[src/rtl/sync_fifo_param.sv]
// Parametrised single-clock show-ahead FIFO with occupancy count, watermarks and flush.
// Define SYNC_FIFO_ERR_EN to build the sticky overflow/underflow flags (cleared by err_clr).
module sync_fifo_param #(
  parameter int DATA_W   = 8,
  parameter int ADDR_W   = 5,
  parameter int AF_LEVEL = (2 ** ADDR_W) - 2,
  parameter int AE_LEVEL = 2
) (
  input  logic              clk,
  input  logic              rst,
  input  logic              flush,
  input  logic              wr_en,
  input  logic [DATA_W-1:0] din,
  input  logic              rd_en,
  output logic [DATA_W-1:0] dout,
  output logic              full,
  output logic              empty,
  output logic              almost_full,
  output logic              almost_empty,
  output logic [ADDR_W:0]   count,
  input  logic              err_clr,
  output logic              overflow,
  output logic              underflow
);

  localparam int DEPTH = 2 ** ADDR_W;
  localparam logic [ADDR_W:0] DEPTH_CNT = {1'b1, {ADDR_W{1'b0}}};
  localparam logic [31:0] AF_WORD = AF_LEVEL;
  localparam logic [31:0] AE_WORD = AE_LEVEL;
  localparam logic [ADDR_W:0] AF_CNT = AF_WORD[ADDR_W:0];
  localparam logic [ADDR_W:0] AE_CNT = AE_WORD[ADDR_W:0];

  logic [DATA_W-1:0] mem [DEPTH];
  logic [ADDR_W-1:0] wr_ptr;
  logic [ADDR_W-1:0] rd_ptr;
  logic              wr_acc;
  logic              rd_acc;

  assign wr_acc = wr_en & ~full & ~flush;
  assign rd_acc = rd_en & ~empty & ~flush;

  // Storage is deliberately unreset; the head word is read combinationally.
  always_ff @(posedge clk) begin
    if (wr_acc) begin
      mem[wr_ptr] <= din;
    end
  end

  assign dout = mem[rd_ptr];

  always_ff @(posedge clk or negedge rst) begin
    if (!rst) begin
      wr_ptr <= '0;
      rd_ptr <= '0;
      count  <= '0;
    end else if (flush) begin
      wr_ptr <= '0;
      rd_ptr <= '0;
      count  <= '0;
    end else begin
      if (wr_acc) begin
        wr_ptr <= wr_ptr + 1'b1;
      end
      if (rd_acc) begin
        rd_ptr <= rd_ptr + 1'b1;
      end
      case ({wr_acc, rd_acc})
        2'b10:   count <= count + 1'b1;
        2'b01:   count <= count - 1'b1;
        default: count <= count;
      endcase
    end
  end

  // Flags decode only the registered count, never the request inputs.
  assign full         = (count == DEPTH_CNT);
  assign empty        = (count == '0);
  assign almost_full  = (count >= AF_CNT);
  assign almost_empty = (count <= AE_CNT);

`ifdef SYNC_FIFO_ERR_EN
  logic overflow_q;
  logic underflow_q;

  // A set condition in the same cycle as err_clr takes precedence.
  always_ff @(posedge clk or negedge rst) begin
    if (!rst) begin
      overflow_q  <= 1'b0;
      underflow_q <= 1'b0;
    end else begin
      if (wr_en & full & ~flush) begin
        overflow_q <= 1'b1;
      end else if (err_clr) begin
        overflow_q <= 1'b0;
      end
      if (rd_en & empty & ~flush) begin
        underflow_q <= 1'b1;
      end else if (err_clr) begin
        underflow_q <= 1'b0;
      end
    end
  end

  assign overflow  = overflow_q;
  assign underflow = underflow_q;
`else
  logic unused_err_clr;

  assign unused_err_clr = err_clr;
  assign overflow       = 1'b0;
  assign underflow      = 1'b0;
`endif

endmodule

[config.mk]
export PLATFORM = sky130hd
export DESIGN_NAME = sync_fifo_param
export DESIGN_NICKNAME = d
export VERILOG_FILES = /design/src/rtl/sync_fifo_param.sv
export SDC_FILE = /design/constraint.sdc
export NUM_CORES = 1
export LEC_CHECK = 0
export CAP_MARGIN = 20
export CORE_ASPECT_RATIO = 2
export CORE_MARGIN = 4
export CORE_UTILIZATION = 35
export CTS_CLUSTER_DIAMETER = 40
export DETAILED_ROUTE_END_ITERATION = 8
export DONT_BUFFER_PORTS = 1
export PLACE_DENSITY = 0.59
export REMOVE_ABC_BUFFERS = 1
export SYNTH_ARGS = -nofsm -noshare
export SYNTH_HDL_FRONTEND = slang
export SYNTH_SLANG_ARGS = --single-unit
[constraint.sdc]
create_clock -name clk -period 3.4 [get_ports clk]
set_input_delay 0.51 -clock clk [delete_from_list [all_inputs] [get_ports clk]]
set_output_delay 0.51 -clock clk [all_outputs]
set_load 0.005 [all_outputs]
# After elaboration in Yosys (flattened, before gate mapping)
# Memory sizes are Yosys's and may differ from the RTL's.
# Index checks and enable logic that the tools add are counted.
dict set report totals {
  output_inout_bits 20
  memories 1
  mem_bits_rw 256
  register_bits 16
}
dict set report classes {
  bitwise 7
  n_mux 8
  n_eq_ne 3
  n_reduce_logical 4
  n_addsub 4
  n_lt_le_gt_ge 2
}
# memory depth width rd rd_ports_with_merged_regs write_ports line_no
set mem_list {}
lappend mem_list {mem 32 8 1 0 1 33} ;# logic [DATA_W-1:0] mem [DEPTH];
# op count
set op_table {}
lappend op_table {{$mux 5} 4}
lappend op_table {{$pmux 6 s2} 1}
lappend op_table {{$add 5x1->5 const B} 2}
lappend op_table {{$add 6x1->6 const B} 1}
lappend op_table {{$eq 6x6->1 const B} 1}
lappend op_table {{$ge 6x5->1 const B} 1}
lappend op_table {{$le 6x2->1 const B} 1}
lappend op_table {{$logic_not 6->1} 1}
lappend op_table {{$mux 6} 1}
lappend op_table {{$sub 6x1->6 const B} 1}
lappend op_table {{$and 1x1->1} 4}
lappend op_table {{$reduce_bool 2->1} 2}
lappend op_table {{$not 1->1} 3}
lappend op_table {{$reduce_bool 3->1} 1}
lappend op_table {{$eq 2x1->1 const B} 1}
lappend op_table {{$eq 2x2->1 const B} 1}
lappend op_table {{$mux 1} 2}

# Logic depth before layout (Yosys ltp)
dict set report depth {
  word_depth 7
  mapped_depth 11
  depth_no_buf 10
}

# Worst setup path after synthesis
# OpenSTA, ideal clock, no wires.
dict set report synth_path {
  path_type {reg2reg}
  startpoint {register count[2]}
  endpoint {register count[5]}
  stages_incl_launch_ff 12
  setup_time_ps 128
  arrival_ps 2972
  required_time_ps 3272
  path_slack_ps 301
  cell_sequence {dfrtp_1 -> or4_4 -> o31a_1 -> buf_6 -> nor2b_4 -> nor2b_1 -> ha_1 -> a211oi_1 -> o21bai_1 -> a21oi_1 -> mux2i_1 -> mux2_1}
}
dict set report synth_via {
  elab_chain_len 7
}
# element line_no
set synth_lines {}
lappend synth_lines {{start, declared} 20} ;# output logic [ADDR_W:0] count,
lappend synth_lines {{start signal, assigned} 68} ;# 2'b10: count <= count + 1'b1;
lappend synth_lines {{start signal, assigned} 69} ;# 2'b01: count <= count - 1'b1;
lappend synth_lines {{start signal, assigned} 70} ;# default: count <= count;
lappend synth_lines {{$eq 6x6->1 or $logic_not 6->1 (tied branches)} {76, 77}}
lappend synth_lines {{$not 1->1, on equally long branches} {39, 40}}
lappend synth_lines {{$and 1x1->1, on equally long branches (2 in series)} {39, 40}}
lappend synth_lines {{$eq 2x1->1 or $eq 2x2->1 (tied branches)} 67} ;# case ({wr_acc, rd_acc})
lappend synth_lines {{$pmux 6 s2} 67}
lappend synth_lines {{$mux 6} 56} ;# end else if (flush) begin
# Several ways; a longest one is shown, not always the timed one.
# A chain may end at the register's enable or synchronous reset.

# Worst setup path after layout
dict set report layout_path {
  startpoint {register rd_ptr[1]}
  endpoint {output port dout[5]}
}
dict set report layout_via {
  elab_chain_len 1
}
# element line_no
set layout_lines {}
lappend layout_lines {{start, declared} 35} ;# logic [ADDR_W-1:0] rd_ptr;
lappend layout_lines {{start signal, assigned} 65} ;# rd_ptr <= rd_ptr + 1'b1;
lappend layout_lines {{$mem_v2 32x8} -}
lappend layout_lines {{end, declared} 15} ;# output logic [DATA_W-1:0] dout,
# Every way passes these cells.

==> run metrics <==
outcome finished, final reports clean; DR vias/cell 5.06; Final Hold Vio Count 0; Pre-antenna DRT Iters 4; Setup-failing EPs final 0; antenna violations before repair 0; Setup Skew 0.0163 ns; synthesized instance count 618; Clock transition at path regs 0.07 ns; # IOs 34; Max Root-Sink Buffers 3; Pint 5.76 mW; Reg power frac 49.1%; n_diodes 0; Fmax 311 MHz; CTS tree built; Port Buffer Count 0; Final nets 678; Lkg Pwr 3.95 nW; layout cell share with drive strength beyond 1 18.2%; final weighted congestion in routability-driven placement 0.857; synthesized area per cell 17.9 um^2; post-synthesis cell area 0.0111 mm^2; post-synthesis cell type count 46; Ys Warns 0; crit-path leading delay family compound AO/OA/AOI/OAI gates; reg2reg start count[3]; Sink Count 272; Core Rows 91; most frequent cells in the layout edfxtp_1 (256), mux2i_1 (85), nor2_1 (51), buf_4 (43), mux4_2 (32); post-synthesis sequential area ratio 73.1%; Async SR Flop Fraction 5.88%; Critical path origin rd_ptr[1]; fin crit period 3.21 ns; CTS Buf Count 23; Slew @ Worst Pin 0.798 ns; largest net degree at the start of global routing 68; Total GRT Usage 14.1%; Comb power frac 18.2%; WL/cell 22.1 um; Power Density 620 mW/mm^2; Final Cycle Share 94.4%; via count 5496; Starting Density 35.7%; DRC Markers 0; Sw Pwr 2.00 mW; CP Launch Type register; unrepaired setup endpoints after global routing no; CTS Root Cell clkbuf_16; pins over their slew limit 0; Post-synth EDFFs 256; pre-CTS WS 0.211 ns; HP Start flush; VDD IR max 0.478 mV; setup bufs post-CTS 0; CP max-delay cell dfrtp_4; Worst Path Arrival 2.70 ns; main flop type after synthesis edfxtp_1; Fillers 2817; max-cap viol count 0; setup TNS 0 ns; Worst Hold Class input pin to register; Crit path largest cell delay 0.57 ns; GRT overflow 0; worst-path cell chain buf_12 -> mux2i_1 -> nand2_1 -> a31oi_1 -> o221ai_1; die height 259 um; core area 0.0310 mm^2; Die Footprint 0.0347 mm^2; DP HPWL 15800 um; total wire length 24000 um; Rel. slew slack 46.6%; Sw Ratio 25.8%; vias in the first global route 5997; register bit total from synthesis 272; first-pass GRT wire length 36800 um; required time worst endpoint 2.89 ns; Max FO, Critical Path 67; worst path buffer plus inverter count 1; clock share of power 32.8%; H-tree lvl count 1; Routed Antenna Nets 0; commonest non-fill, non-tap cell in the layout edfxtp_1; fin worst setup slack 0.189 ns; Worst setup EP type output port; Layout area overhead 13.2%; die width 134 um; Setup CP Type register to output port; drt initial violations 279; clk_lat worst skew 0.52 ns
cells in the mapped netlist, drive strengths merged (5+ instances only):
cell	number	share of area, %
clkbuf	16	0.54
nor2	51	1.7
a21oi	13	0.59
a22o	16	1.3
buf	20	0.97
nor2b	5	0.35
mux4	32	6.5
mux2i	85	7.7
edfxtp	256	69
ha	9	1.0
a31oi	9	0.64
xor2	7	0.62
dfrtp	16	3.6
xnor2	5	0.40
o221ai	8	0.63
a22oi	8	0.54
nand2	16	0.54
nor3	14	0.72
routing by layer:
layer	routed length [um]	global-route usage [%]
met5	0	0
met4	1210	7.52
met3	879	1.78
met2	13600	26.7
met1	8350	14.8
worst paths after layout:
path                             end  slack [ns]  cells after the start
setup / recovery             dout[5]        0.19                      5
hold / removal              count[0]        0.05                      1
setup reg to reg            count[5]        0.22                     10
hold reg to reg            wr_ptr[0]        0.65                      2
max in group asynchronous  rd_ptr[1]        2.29                      1
min in group asynchronous  wr_ptr[2]        0.52                      1
stage by stage:
| stage | power (mW) | hold WS, ns | area [um^2] | util, % | cells |
|---|---|---|---|---|---|
| global route | 8.09 | 0.0255 | 12500 | 40.4 | 1087 |
| CTS | 7.87 | 0.0211 | 12500 | 40.4 | 1087 |
| floorplan | 4.94 | 0.214 | 10900 | - | 583 |
| finish | 7.77 | 0.0506 | 12500 | 40.4 | 1087 |
| detailed placement | 5.32 | 0.215 | 11800 | 38.1 | 1046 |
| global placement | 5.29 | 0.215 | 11800 | 38.1 | 1046 |
registers in the layout, indices dropped and copies added (netlist names):
register / count
wr_ptr: 5
count: 6
rd_ptr: 5
mem: 256
cells by family (layout without fill, tap and decap cells):
logic type | Yosys count | after routing | synth area share (%)
and+or+nand+nor | 104 | 104 | 4.49
DFF | 272 | 272 | 73.1
adders and majority gates | 10 | 10 | 1.20
xor gates and xnor gates | 12 | 12 | 1.02
other | 1 | 2 | 0.0339
muxes | 118 | 118 | 14.3
AOI/OAI and AO/OA | 62 | 62 | 4.23
buffers and inverters | 39 | 89 | 1.62
power by group through the flow:
| stage | logic [mW] | clock network (mW) | registers, mW |
|---|---|---|---|
| 6_report | 1.41 | 2.54 | 3.81 |
| 5_1_grt | 1.53 | 2.74 | 3.82 |
| 4_1_cts | 1.44 | 2.61 | 3.81 |
| 3_5_place_dp | 1.44 | 0 | 3.88 |
| 3_3_place_gp | 1.41 | 0 | 3.88 |
| 2_1_floorplan | 0.926 | 0 | 4.02 |
timing repair:
action                                 in CTS  in global routing
hold buffers                                1                  0
endpoints found under the hold margin      16                  0
gates resized for setup                     0                  0
cell type report:
cell class / count / area [um^2] / share of cell area (%)
Clock buffer: 31 / 636 / 5.08
Multi-Input combinational cell: 308 / 2800 / 22.4
Sequential cell: 272 / 8090 / 64.6
Tap cell: 418 / 523 / 4.18
Timing Repair Buffer: 46 / 373 / 2.98
Clock inverter: 9 / 86.3 / 0.689
Inverter: 3 / 11.3 / 0.0899
Note: power is estimated with default switching activity, not from simulation.
